--- src/rtl/frame_seq_pkg.sv ---
// frame_seq_pkg
//   Shared types and default widths for the frame sequencer and its readout
//   sub-module.
//   frame_state_t : per-frame controller state
//   FS_ADDR_W     : default object index width (matches city m10k_address_len)
//   FS_COUNT_W    : width of the completed-frame counter
package frame_seq_pkg;

   typedef enum logic [2:0] {
      ST_IDLE    = 3'd0,
      ST_CLEAR   = 3'd1,
      ST_LOAD    = 3'd2,
      ST_COMPUTE = 3'd3,
      ST_DRAIN   = 3'd4
   } frame_state_t;

   localparam int FS_ADDR_W  = 12;
   localparam int FS_COUNT_W = 16;

endpackage

--- src/rtl/frame_seq_readout.sv ---
// frame_seq_readout
//   DRAIN-phase engine: walks the city acceleration memory from index 0 to
//   num-1, waits READ_LAT cycles after each address change, captures the data
//   into a holding register and presents it on a valid/ready stream. The next
//   address is issued as soon as a capture happens, so with acc_ready held
//   high one result leaves every READ_LAT+1 cycles.
// Ports:
//   clk, reset    clock, synchronous active-high reset
//   start         one-cycle pulse: begin a drain of num results
//   abort         drop any drain in progress
//   num           object count N (>= 1 when start is pulsed)
//   accel_addr    city acceleration read index
//   x_accel/y_accel city read data
//   acc_valid/acc_ready, acc_index, acc_x, acc_y  result stream
//   last          strobe: handshake of the final result happens this cycle
module frame_seq_readout
   import frame_seq_pkg::*;
#(
   parameter int ADDR_W   = FS_ADDR_W,
   parameter int READ_LAT = 2
) (
   input  logic              clk,
   input  logic              reset,
   input  logic              start,
   input  logic              abort,
   input  logic [ADDR_W:0]   num,
   output logic [ADDR_W-1:0] accel_addr,
   input  logic [31:0]       x_accel,
   input  logic [31:0]       y_accel,
   output logic              acc_valid,
   input  logic              acc_ready,
   output logic [ADDR_W-1:0] acc_index,
   output logic [31:0]       acc_x,
   output logic [31:0]       acc_y,
   output logic              last
);

   localparam int LAT_W = $clog2(READ_LAT + 2);

   logic [ADDR_W-1:0] rd_idx;
   logic [LAT_W-1:0]  lat;
   logic              fetching;
   logic [ADDR_W:0]   last_idx;
   logic              hs;
   logic              capture;
   logic              last_fetch;

   assign last_idx   = num - 1'b1;
   assign hs         = acc_valid && acc_ready;
   assign last       = hs && ({1'b0, acc_index} == last_idx);
   assign last_fetch = ({1'b0, rd_idx} == last_idx);
   // Read data is trusted only once the address has been stable READ_LAT
   // cycles, and only moves into the holding register when it is free or
   // emptying this very cycle.
   assign capture    = fetching && (lat == LAT_W'(READ_LAT)) && (!acc_valid || acc_ready);
   assign accel_addr = rd_idx;

   always_ff @(posedge clk) begin
      if (reset) begin
         rd_idx    <= '0;
         lat       <= '0;
         fetching  <= 1'b0;
         acc_valid <= 1'b0;
         acc_index <= '0;
         acc_x     <= '0;
         acc_y     <= '0;
      end else if (abort) begin
         rd_idx    <= '0;
         lat       <= '0;
         fetching  <= 1'b0;
         acc_valid <= 1'b0;
      end else if (start) begin
         rd_idx    <= '0;
         lat       <= '0;
         fetching  <= 1'b1;
         acc_valid <= 1'b0;
      end else begin
         if (capture) begin
            acc_x     <= x_accel;
            acc_y     <= y_accel;
            acc_index <= rd_idx;
            acc_valid <= 1'b1;
            lat       <= '0;
            if (last_fetch)
               fetching <= 1'b0;
            else
               rd_idx <= rd_idx + 1'b1;
         end else begin
            if (hs)
               acc_valid <= 1'b0;
            if (fetching && (lat != LAT_W'(READ_LAT)))
               lat <= lat + 1'b1;
         end
         // Park the read address at 0 once the frame is fully drained.
         if (last)
            rd_idx <= '0;
      end
   end

endmodule

--- src/rtl/frame_sequencer.sv ---
// frame_sequencer
//   Per-frame controller between the HPS bridge and the city gravity solver:
//   CLEAR resets city, LOAD streams N object records into it, COMPUTE runs it
//   until done, DRAIN streams the N accelerations back out.
//   Optional feature macro: FRAME_SEQ_TIMEOUT_EN adds a COMPUTE watchdog of
//   TIMEOUT cycles that flags error and returns to IDLE.
// Ports:
//   clk, reset                  clock, synchronous active-high reset
//   host_start, host_abort      frame request / abort (abort wins)
//   host_num_objects            object count, latched on accepted start
//   load_valid/ready, load_*    object record stream in
//   city_*                      every city control / data input, plus done
//                               and acceleration read data from city
//   acc_valid/ready, acc_*      acceleration result stream out
//   busy, frame_done, error, frame_count  status
module frame_sequencer
   import frame_seq_pkg::*;
#(
   parameter int MAX_SIZE = 4096,
   parameter int ADDR_W   = FS_ADDR_W,
   parameter int READ_LAT = 2,
   parameter int TIMEOUT  = 1 << 24
) (
   input  logic                  clk,
   input  logic                  reset,
   input  logic                  host_start,
   input  logic                  host_abort,
   input  logic [ADDR_W:0]       host_num_objects,
   input  logic                  load_valid,
   output logic                  load_ready,
   input  logic [31:0]           load_x,
   input  logic [31:0]           load_y,
   input  logic [31:0]           load_mass,
   output logic                  city_reset,
   output logic                  city_sending,
   output logic [ADDR_W-1:0]     city_num_objects,
   output logic                  city_pos_we,
   output logic [ADDR_W-1:0]     city_pos_write_addr,
   output logic [31:0]           city_x,
   output logic [31:0]           city_y,
   output logic [31:0]           city_mass,
   input  logic                  city_done,
   output logic [ADDR_W-1:0]     city_accel_addr,
   input  logic [31:0]           city_x_accel,
   input  logic [31:0]           city_y_accel,
   output logic                  acc_valid,
   input  logic                  acc_ready,
   output logic [ADDR_W-1:0]     acc_index,
   output logic [31:0]           acc_x,
   output logic [31:0]           acc_y,
   output logic                  busy,
   output logic                  frame_done,
   output logic                  error,
   output logic [FS_COUNT_W-1:0] frame_count
);

   localparam int NW = ADDR_W + 1;
   localparam logic [NW-1:0] MAX_N = NW'(MAX_SIZE);

   frame_state_t  state, state_nxt;
   logic [NW-1:0] n_q;
   logic [NW-1:0] load_cnt;
   logic          comp_armed;
   logic          rd_start, rd_last;
   logic          accept, zero_req, over_req, to_hit, frame_end;

`ifdef FRAME_SEQ_TIMEOUT_EN
   localparam int TO_W = $clog2(TIMEOUT + 1);
   logic [TO_W-1:0] to_cnt;

   always_ff @(posedge clk) begin
      if (reset || (state != ST_COMPUTE))
         to_cnt <= '0;
      else
         to_cnt <= to_cnt + 1'b1;
   end

   assign to_hit = (state == ST_COMPUTE) && (to_cnt == TO_W'(TIMEOUT - 1));
`else
   logic unused_timeout;
   assign unused_timeout = |TIMEOUT;
   assign to_hit = 1'b0;
`endif

   always_ff @(posedge clk) begin
      if (reset)
         state <= ST_IDLE;
      else
         state <= state_nxt;
   end

   always_comb begin
      state_nxt = state;
      rd_start  = 1'b0;
      accept    = 1'b0;
      zero_req  = 1'b0;
      over_req  = 1'b0;
      case (state)
         ST_IDLE: begin
            if (host_start && !host_abort) begin
               if (host_num_objects == '0) begin
                  zero_req = 1'b1;
               end else if (host_num_objects > MAX_N) begin
                  over_req = 1'b1;
               end else begin
                  accept    = 1'b1;
                  state_nxt = ST_CLEAR;
               end
            end
         end
         ST_CLEAR: state_nxt = ST_LOAD;
         ST_LOAD: begin
            if (load_valid && (load_cnt == n_q - 1'b1))
               state_nxt = ST_COMPUTE;
         end
         ST_COMPUTE: begin
            // comp_armed is low on the first COMPUTE cycle, hiding a done
            // left over from before city was reset.
            if (comp_armed && city_done) begin
               state_nxt = ST_DRAIN;
               rd_start  = 1'b1;
            end else if (to_hit) begin
               state_nxt = ST_IDLE;
            end
         end
         ST_DRAIN: begin
            if (rd_last)
               state_nxt = ST_IDLE;
         end
         default: state_nxt = ST_IDLE;
      endcase
      if (host_abort) begin
         state_nxt = ST_IDLE;
         rd_start  = 1'b0;
      end
   end

   assign frame_end = zero_req || ((state == ST_DRAIN) && rd_last && !host_abort);

   always_ff @(posedge clk) begin
      if (reset) begin
         n_q         <= '0;
         load_cnt    <= '0;
         comp_armed  <= 1'b0;
         frame_done  <= 1'b0;
         error       <= 1'b0;
         frame_count <= '0;
      end else begin
         comp_armed <= (state == ST_COMPUTE);
         frame_done <= frame_end;
         if (frame_end)
            frame_count <= frame_count + 1'b1;
         if (accept) begin
            n_q   <= host_num_objects;
            error <= 1'b0;
         end else if (over_req || (to_hit && !host_abort)) begin
            error <= 1'b1;
         end
         if (state != ST_LOAD)
            load_cnt <= '0;
         else if (load_valid)
            load_cnt <= load_cnt + 1'b1;
      end
   end

   frame_seq_readout #(
      .ADDR_W   (ADDR_W),
      .READ_LAT (READ_LAT)
   ) u_readout (
      .clk        (clk),
      .reset      (reset),
      .start      (rd_start),
      .abort      (host_abort),
      .num        (n_q),
      .accel_addr (city_accel_addr),
      .x_accel    (city_x_accel),
      .y_accel    (city_y_accel),
      .acc_valid  (acc_valid),
      .acc_ready  (acc_ready),
      .acc_index  (acc_index),
      .acc_x      (acc_x),
      .acc_y      (acc_y),
      .last       (rd_last)
   );

   assign busy                = (state != ST_IDLE);
   assign load_ready          = (state == ST_LOAD);
   // city is held in reset everywhere except while it computes or is read.
   assign city_reset          = (state != ST_COMPUTE) && (state != ST_DRAIN);
   assign city_sending        = (state == ST_COMPUTE);
   // A count of exactly 2^ADDR_W has no representation on this port and
   // appears as 0; city is expected to treat it as full.
   assign city_num_objects    = (state == ST_IDLE) ? '0 : n_q[ADDR_W-1:0];
   assign city_pos_we         = load_ready && load_valid;
   assign city_pos_write_addr = load_ready ? load_cnt[ADDR_W-1:0] : '0;
   assign city_x              = city_pos_we ? load_x    : '0;
   assign city_y              = city_pos_we ? load_y    : '0;
   assign city_mass           = city_pos_we ? load_mass : '0;

endmodule

--- config.mk ---
export PLATFORM = sky130hd
export DESIGN_NAME = frame_sequencer
export DESIGN_NICKNAME = d
export VERILOG_FILES = /design/src/rtl/frame_seq_pkg.sv /design/src/rtl/frame_seq_readout.sv /design/src/rtl/frame_sequencer.sv
export SDC_FILE = /design/constraint.sdc
export NUM_CORES = 1
export LEC_CHECK = 0
export BUFFER_PORTS_ARGS = -buffer_cell sky130_fd_sc_hd__buf_2
export CAP_MARGIN = 20
export CELL_PAD_IN_SITES_DETAIL_PLACEMENT = 0
export CELL_PAD_IN_SITES_GLOBAL_PLACEMENT = 1
export CORE_MARGIN = 1.5
export CORE_UTILIZATION = 31
export DETAILED_ROUTE_END_ITERATION = 10
export PLACE_DENSITY = 0.82
export SYNTH_ARGS = -nofsm -noshare
export SYNTH_HDL_FRONTEND = slang
export SYNTH_HIERARCHICAL = 1
export SYNTH_SLANG_ARGS = --single-unit
--- constraint.sdc ---
create_clock -name clk -period 4.1 [get_ports clk]
set_input_delay 1.23 -clock clk [delete_from_list [all_inputs] [get_ports clk]]
set_output_delay 1.23 -clock clk [all_outputs]
set_load 0.01 [all_outputs]
### Word-level counts from Yosys, hierarchy flattened

Cells that the tools add are included.

| word-level totals | value |
|---|---|
| bits in registers | 140 |
| memory bits (read-only) | 0 |
| memories kept | 0 |
| latch bits | 0 |
| RAM bits | 0 |
| output and inout bits | 232 |
| logic and storage cells | 104 |
| input port bits | 180 |

| cells by class | value |
|---|---|
| multipliers | 0 |
| mux-type cells | 31 |
| shift-type cells | 0 |
| reductions and logical operators | 32 |
| magnitude comparators | 1 |
| $add $sub $neg | 5 |
| div/mod/pow operators | 0 |
| equality and inequality tests | 18 |
| bitwise operators | 3 |

Operators by type and width:

| cell | number |
|---|---|
| two-way mux 32 bit | 3 |
| == test 12 x 13 -> 1 bit | 2 |
| two-way mux 12 bit | 2 |
| two-way mux 1 bit | 19 |
| two-way mux 3 bit | 6 |
| adder 16 x 1 -> 16 bit (second input constant) | 1 |
| one-hot mux 3 bit (5 select lines) | 1 |
| adder 13 x 1 -> 13 bit (second input constant) | 1 |
| == test 13 bit | 1 |
| greater-than comparator 13 bit (second input constant) | 1 |
| zero test 13 bit | 1 |
| subtractor 13 x 1 -> 13 bit (second input constant) | 1 |
| adder 12 x 1 -> 12 bit (second input constant) | 1 |
| logical AND 1 bit | 12 |
| inequality test 2 bit (second input constant) | 5 |
| OR reduction 4 bit | 2 |
| == test 3 x 2 -> 1 bit (second input constant) | 2 |
| inequality test 3 x 2 -> 1 bit (second input constant) | 2 |
| AND reduction 6 bit | 1 |
| nonzero test 2 bit | 3 |
| OR reduction 2 bit | 3 |
| inequality test 2 x 1 -> 1 bit (second input constant) | 2 |
| AND reduction 2 bit | 2 |
| == test 3 x 1 -> 1 bit (second input constant) | 1 |
| other kinds (11) | 15 |

### Longest topological paths before layout

Gate-level depths: netlist (run 1).

| logic depth | value |
|---|---|
| word-level depth | 6 |
| mapped depth | 15 |
| depth with buffers taken out | 13 |

### Cells and area by module

Netlist (run 1), hierarchy kept.

Modules (own cells, without submodules):

| module | cells each | area an instance (µm²) | sequential area each (µm²) | instances |
|---|---|---|---|---|
| frame_seq_readout | 535 | 4201.5 | 1841.8 | 1 |
| frame_sequencer | 446 | 3485.8 | 960.9 | 1 |

### Least setup slack after synthesis (run 1)

OpenSTA, ideal clock, no wires.

| path | value |
|---|---|
| path type | reg2reg |
| start point | register n_q[3] |
| end point | register frame_count[13] |
| setup time | 0.121 ns |
| period minus slack after synthesis | 3.253 ns |
| arrival | 3.132 ns |
| required time | 3.979 ns |
| path buffers | 2 |
| slack | 0.847 ns |
| stages on the path, launching flop included | 14 |
| path through | dfxtp_1 > buf_6 > or4_4 > buf_6 > nor4_1 > xnor2_1 > nor2b_1 > nand4b_1 > nor3_1 > nand3_1 > o32a_4 > nor3_4 > nand3_1 > mux2_4 |

| between the ends | value |
|---|---|
| word-level cells in the longest chain between the ends | 6 |

Ends and longest elaborated chain:

| what | line | text |
|---|---|---|
| start: declaration | frame_sequencer.sv:61 | `logic [NW-1:0] n_q;` |
| start signal: assignment | frame_sequencer.sv:154 | `n_q <= host_num_objects;` |
| subtractor 13 x 1 -> 13 bit | frame_seq_readout.sv:48 | `assign last_idx = num - 1'b1;` |
| == test 12 x 13 -> 1 bit | frame_seq_readout.sv:50 | `assign last = hs && ({1'b0, acc_index} == last_idx);` |
| logical AND 1 bit | frame_seq_readout.sv:50 |  |
| net rd_last | frame_sequencer.sv:64 | `logic rd_start, rd_last;` |
| logical AND 1 bit (2 in series) | frame_sequencer.sv:138 | `assign frame_end = zero_req \|\| ((state == ST_DRAIN) && rd_last && !host_abort);` |
| logical OR 1 bit | frame_sequencer.sv:138 |  |
| end signal: assignment | frame_sequencer.sv:152 | `frame_count <= frame_count + 1'b1;` |
| end: declaration | frame_sequencer.sv:54 | `output logic [FS_COUNT_W-1:0] frame_count` |

The timed path passes the listed nets, and every way through them passes these cells.
A chain may end at the register's enable or synchronous reset.

### Final worst setup path (run 1)

| path | value |
|---|---|
| start point | register n_q[2] |
| end point | register frame_count[13] |

The elaborated chain is that of the path after synthesis.

==> results.md, run 1 <==
- Status: finished, final reports clean
- Postcts setup bufs: 0
- Synth Area per Inst: 7.84 um2
- Die H: roughly 160 um
- Total GRT Usage: about a fifth
- Reg area: approximately 0.0028 mm2
- Initial antenna violation count: 5
- Worst Skew: around 0.013 ns
- Reg clk slew, reported paths: about 0.07 ns
- VDD IR max: approximately 0.00025 V
- Crit-path cells: nor3_1 -> o2111ai_1 -> a211oi_1 -> nand4b_1 -> nor3_1 -> nand3_1 -> o32a_4 -> nor3_4 -> nand3_1 -> mux2_4
- Post-cts sizing count: 0
- Register area share after synthesis: between 30 and 40%
- Area grow syn2layout: 37.9%
- PD cells: between 300 and 400 mW/mm2
- Post-synth top area cell: dfxtp_1
- Startpoint Class: register
- Final Hold Viols: 0
- Vias: 8379
- Pre-antenna DRT Iters: 5
- Seq cells post-synth: 140
- Minimum clock period after layout: between 3 and 4 ns
- FF-to-FF End: frame_count[13]$_SDFFE_PP0P_
- Fin Setup TNS: 0 ns
- RSZ-0062 raised after global routing: false
- Drt wl/cell: between 15 and 20 um
- Setup WS pre-CTS: around 0.51 ns
- Max stage delay on crit path: around 0.67 ns
- Synthesized netlist net count: 1167
- Clk buf depth: 2
- Final Wtd Congestion: ~0.85
- GRT overflow: 0
- # Max-Cap Violations: 0
- Post-route insts no fill: 1693
- Worst skew pair latency: 0.43 ns
- CTS tree: yes
- Largest net degree at the start of global routing: around 110
- Nets@finish: roughly 1500
- CTS Hold Bufs: 0
- Post-synth EDFFs: 0
- CTS Root Cell: clkbuf_16
- Placed insts: roughly 1700
- Synth async-reset ratio: 0%
- Vias/cell: just under 5
- Port bufs: roughly 410
- Max Clk Rate: ~0.28 GHz
- Final setup margin: around 0.53 ns
- Die area: approximately 0.026 mm2
- CP arrival: 3.88 ns
- Top-area cell type share of the netlist area: 36.5%
- Critical path class: register to register
- Die X: 160 um
- CTS buffer count: 17
- Pins Over Slew Limit: 0
- R2r setup slk: roughly 0.53 ns
- Period utilisation layout: ~87%
- Slew Limit Headroom: a little over a third
- Synth warn: 6
- Initial cell density of the core: a little under a third
- Area of the multi-input gates: approximately 0.0045 mm2
- Worst r2r src: n_q[2]$_SDFFE_PP0P_
- First-pass GRT wire length: around 43 mm
- Gate Count Post-Synth: ~1000
- Post-route ant nets: 0
- DRC viols: 0
- Most used DFF post-synth: dfxtp_1
- WL final: between 20 and 30 mm
- DP HPWL: about 21 mm
- Setup Viol. Count Final: 0
- R2R depth: 10
- H-Tree Depth: 4
- IO Pins: just over 400
- Share of layout cells above drive strength 1: roughly 36%
- Min-delay worst type: register to register
- Rows: 57
- CP Max Fanout: 17
- Hold Crit Start: u_readout/acc_y[0]$_SDFFE_PP0P_
- WP data required: approximately 4.4 ns
- Hold Path End: u_readout/acc_y[0]$_SDFFE_PP0P_
- Core area: ~0.024 mm2
- Clk sinks: between 100 and 150
- CP Capture Type: register
- Synth top area cells: dfxtp_1 (36%), nand2_1 (8.8%), and3_1 (8.1%), a21oi_1 (6.1%), xnor2_1 (5.4%)
- Slowest-stage cell, CP: nor3_1
- Initial DRC count: 697
- Post-synthesis cell area: roughly 0.0077 mm2
- Leak: ~0.0051 uW
- Vias in the first global route: slightly below 8000
- Hold path cells: 2
- Layout fillers: ~2500
- Post-synth cell types: 64
- Actual slew at the worst max-slew pin: about 0.97 ns
sequential cells by signal (all words and copies together) (netlist names):
| name | flops |
|---|---|
| frame_done | 1 |
| frame_count | 16 |
| comp_armed | 1 |
| u_readout/accel_addr | 12 |
| n_q | 13 |
| state | 3 |
| error | 1 |
| u_readout/acc_valid | 1 |
| u_readout/acc_x | 32 |
| u_readout/fetching | 1 |
| u_readout/acc_index | 12 |
| u_readout/acc_y | 32 |
| load_cnt | 13 |
| u_readout/lat | 2 |
report_power, final:
group          internal (uW)  leakage, uW  total (uW)  switching [uW]
sequential              1360      0.00113        1370            6.93
combinational            162      0.00371         354             192
clock                    875     0.000294        1580             707
cells by family after synthesis:
kind of cell | after synthesis | synth area share [%]
flip-flops | 140 | 36.5
AND/OR/NAND/NOR | 507 | 34.8
XOR/XNOR | 70 | 8.51
AO/OA/AOI/OAI | 149 | 11.5
buffers and inverters | 90 | 5.18
adder cells (fa/ha/maj) | 6 | 0.977
multiplexers | 19 | 2.56
worst max-delay path by stage:
stage | startpoint | endpoint | slack, ns | cells past startpoint
floorplan | n_q[3]$_SDFFE_PP0P_ | frame_count[13]$_SDFFE_PP0P_ | 0.85 | 13
global placement | acc_ready | frame_count[13]$_SDFFE_PP0P_ | 0.57 | 10
detailed placement | acc_ready | frame_count[13]$_SDFFE_PP0P_ | 0.51 | 10
CTS | n_q[0]$_SDFFE_PP0P_ | frame_count[13]$_SDFFE_PP0P_ | 0.55 | 13
global route | n_q[0]$_SDFFE_PP0P_ | frame_count[13]$_SDFFE_PP0P_ | 0.24 | 10
finish | n_q[2]$_SDFFE_PP0P_ | frame_count[13]$_SDFFE_PP0P_ | 0.53 | 10
synth_stat cells (all sizes together), types with 13 or more instances:
master and n:
a21oi 93, and2 14, and3 100, clkbuf 66, dfxtp 140, inv 13
mux2i 17, nand2 181, nand3 27, nand4 14, nor2 66, nor2b 16
nor3 19, o21ai 18, xnor2 47, xor2 20
routing by layer:
| layer | routed length, um | track usage, % | share of wire [%] | vias to the layer above |
|---|---|---|---|---|
| met5 | 34 | 0 | 0.12 | - |
| met4 | 371 | 5.14 | 1.3 | 6 |
| met3 | 2200 | 7.02 | 7.8 | 29 |
| met2 | 12800 | 32.1 | 45 | 294 |
| met1 | 12900 | 28.5 | 46 | 3913 |
| li1 | - | - | - | 4137 |
per-stage QoR:
stage	hold WS, ns	utilization, %	total power, uW	area [um2]
floorplan	0.481	-	1600	7690
global placement	0.439	41.1	1750	10000
detailed placement	0.444	41.1	1750	10000
CTS	0.454	43.6	3340	10600
global route	0.471	43.6	3440	10600
finish	0.450	43.6	3310	10600
final cells by class:
cell class,count,area share (%)
diodes,2,0.0472
clock buffers,17,4.01
clock inverters,15,1.58
inverters,13,0.460
multi-input cells,751,42.4
flip-flops and latches,140,26.4
well taps,324,3.82
repair buffers,431,21.2
placed cells by master (no fill, tap or decap), types with 4 or more instances in the layout:
cell type  netlist  layout
buf_2            1     410
buf_4            2      18
nand4_1         14      14
nor4b_2          5       5
inv_1           13      13
nor3b_2          3       4
nand2_1        181     181
nor3_1          16      15
o2111ai_1        6       6
or3_1           12      11
a31oi_1          5       5
xnor2_1         47      47
and2_1          14      14
nand3_1         27      27
o21ai_0         16      16
inv_8            0       8
nor4_1           8       8
clkbuf_16        0      17
nor2_1          66      66
or4_1            5       5
mux2i_1         17      17
a21oi_1         93      93
ha_1             6       6
and3_1         100     100
nand4b_1        10      10
nor2b_1         16      16
xor2_1          20      20
o41ai_1          4       4
dfxtp_1        140     140
inv_6            0       4
nand2b_1        10      10
worst max-delay path: cells and delay by family, from the launching register on:
| family | cells | cell delay (ns) |
|---|---|---|
| AO/OA/AOI/OAI | 3 | 0.92 |
| flip-flops | 1 | 0.49 |
| multiplexers | 1 | 0.30 |
| AND/OR/NAND/NOR | 6 | 1.76 |
(Power assumes the default switching activity.)
==> run 2: changes to the inputs <==
--- a/config.mk
+++ b/config.mk
@@ -6,10 +6,10 @@
 export NUM_CORES = 1
 export LEC_CHECK = 0
 export BUFFER_PORTS_ARGS = -buffer_cell sky130_fd_sc_hd__buf_2
-export CAP_MARGIN = 20
+export CAP_MARGIN = 30
 export CELL_PAD_IN_SITES_DETAIL_PLACEMENT = 0
 export CELL_PAD_IN_SITES_GLOBAL_PLACEMENT = 1
-export CORE_MARGIN = 1.5
+export CORE_MARGIN = 3
 export CORE_UTILIZATION = 31
 export DETAILED_ROUTE_END_ITERATION = 10
 export PLACE_DENSITY = 0.82
==> run 2 against run 1 <==
Compared with the run above:
- core utilization up 0.89 points
- final cell count fell by 0.30%
- routed wire length up 4.1%
- setup slack worse by 0.050 ns
- highest routed layer unchanged
- clock skew up 0.0035 ns
- critical path type unchanged
- via count is 1.2% higher
==> results.md, run 2 (same netlist as run 1, synthesis figures left out) <==
- Period utilisation layout: 88.3%
- Final Hold Viols: 0
- CTS buffer count: 17
- Placed cell area: 0.00998 mm2
- Hold Crit Start: u_readout/acc_y[1]$_SDFFE_PP0P_
- H-Tree Depth: 4
- Pins Over Slew Limit: 0
- Die area: roughly 0.027 mm2
- Critical path class: register to register
- DRC viols: 0
- First-pass GRT wire length: approximately 43 mm
- Rows: 56
- Clk sinks: between 100 and 150
- Pre-antenna DRT Iters: 5
- Startpoint Class: register
- Area of the multi-input gates: about 0.0045 mm2
- Clk buf depth: 2
- Final core occ: 44.5%
- Postcts setup bufs: 0
- Die X: 163 um
- Worst Skew: between 0.015 and 0.02 ns
- WP data required: about 4.4 ns
- Worst skew pair latency: ~0.44 ns
- Crit-path cells: nor3_1 -> o2111ai_1 -> a211oi_1 -> nand4b_1 -> nor3_1 -> nand3_1 -> o32a_4 -> nor3_4 -> nand3_1 -> mux2_4
- CTS Hold Bufs: 0
- Min-delay worst type: register to register
- Post-route ant nets: 0
- Max stage delay on crit path: around 0.75 ns
- Reg area: between 0.002 and 0.003 mm2
- Share of layout cells above drive strength 1: a little over a third
- Area grow syn2layout: 38.2%
- IO Pins: between 400 and 500
- CTS tree: yes
- Initial DRC count: roughly 730
- Status: finished, final reports clean
- CP Max Fanout: 17
- Drt wl/cell: approximately 17 um
- Minimum clock period after layout: roughly 3.6 ns
- RSZ-0062 raised after global routing: false
- Die H: about 160 um
- Initial cell density of the core: 32.2%
- Layout fillers: 2392
- Core area: approximately 0.024 mm2
- Placed insts: roughly 1700
- VDD IR max: approximately 0.00021 V
- GRT overflow: 0
- DP HPWL: between 20 and 25 mm
- # Max-Cap Violations: 0
- Worst r2r src: n_q[0]$_SDFFE_PP0P_
- Final Cell Area: between 0.01 and 0.015 mm2
- Most common cell after layout, fill and taps aside: buf_2
- CTS Root Cell: clkbuf_16
- Slew Limit Headroom: 33.4%
- PD cells: around 320 mW/mm2
- CP Capture Type: register
- Largest regs: u_readout/acc_x (32), u_readout/acc_y (32), frame_count (16)
- Slowest-stage cell, CP: nor3_1
- Vias/cell: between 5 and 6
- Nets@finish: 1539
- Most frequent cells in the layout: buf_2 (410), nand2_1 (181), dfxtp_1 (140)
- Post-route insts no fill: 1688
- Initial antenna violation count: 8
- Largest net degree at the start of global routing: slightly above 90
- Final Wtd Congestion: ~0.85
- Setup Viol. Count Final: 0
- Final setup margin: between 0.4 and 0.5 ns
- Fin Setup TNS: 0 ns
- Setup WS pre-CTS: ~0.52 ns
- Port bufs: 411
- Critical path origin: n_q[0]$_SDFFE_PP0P_
- Vias: approximately 8500
- Max Clk Rate: about 0.28 GHz
- Leak: between 0.005 and 0.006 uW
- Reg clk slew, reported paths: about 0.060 ns
- Total GRT Usage: between 20 and 25%
- Actual slew at the worst max-slew pin: 0.990 ns
- Post-cts sizing count: 0
- Vias in the first global route: about 7700
- CP arrival: slightly below 4 ns
- WL final: 29.5 mm
[run 2: critical path, delay by kind of cell (launching register included)]
| kind | cells | cell delay (ns) |
|---|---|---|
| AOI/OAI and AO/OA | 3 | 0.99 |
| muxes | 1 | 0.30 |
| and+or+nand+nor | 6 | 1.74 |
| DFF | 1 | 0.46 |
[run 2: area by class of cell]
class                   count  share of cell area, %
multi-input cells         751                   42.3
clock buffers              17                   4.00
well taps                 319                   3.76
inverters                  13                  0.459
flip-flops and latches    140                   26.4
diodes                      3                 0.0706
clock inverters            15                   2.05
repair buffers            430                   21.0
[run 2: report_power, final]
part	internal, uW	leakage (uW)	total (uW)	switching, uW
clock network	997	0.000318	1720	719
registers	1360	0.00113	1370	8.94
logic	161	0.00370	350	189
total	2520	0.00515	3440	917
[run 2: path summary, 6_finish.rpt]
check | endpoint | depth (start not counted) | slack, ns
min | u_readout/acc_y[1]$_SDFFE_PP0P_ | 2 | 0.45
min reg2reg | u_readout/acc_y[1]$_SDFFE_PP0P_ | 2 | 0.45
max reg2reg | frame_count[13]$_SDFFE_PP0P_ | 10 | 0.48
max | frame_count[13]$_SDFFE_PP0P_ | 10 | 0.48
[run 2: metal layers]
layer  track usage (%)  part of all wire [%]  vias to the layer above
li1                  -                     -                     4158
met2              29.9                    44                      344
met3              7.03                   8.5                       40
met5                 0                  0.22                        -
met1              28.6                    45                     3927
met4              6.15                   1.5                       10
[run 2: stage by stage]
step / power (uW) / hold WS [ns]
6_report: 3440 / 0.450
5_1_grt: 3570 / 0.466
4_1_cts: 3470 / 0.454
3_5_place_dp: 1750 / 0.444
3_3_place_gp: 1750 / 0.438
2_1_floorplan: 1600 / 0.481
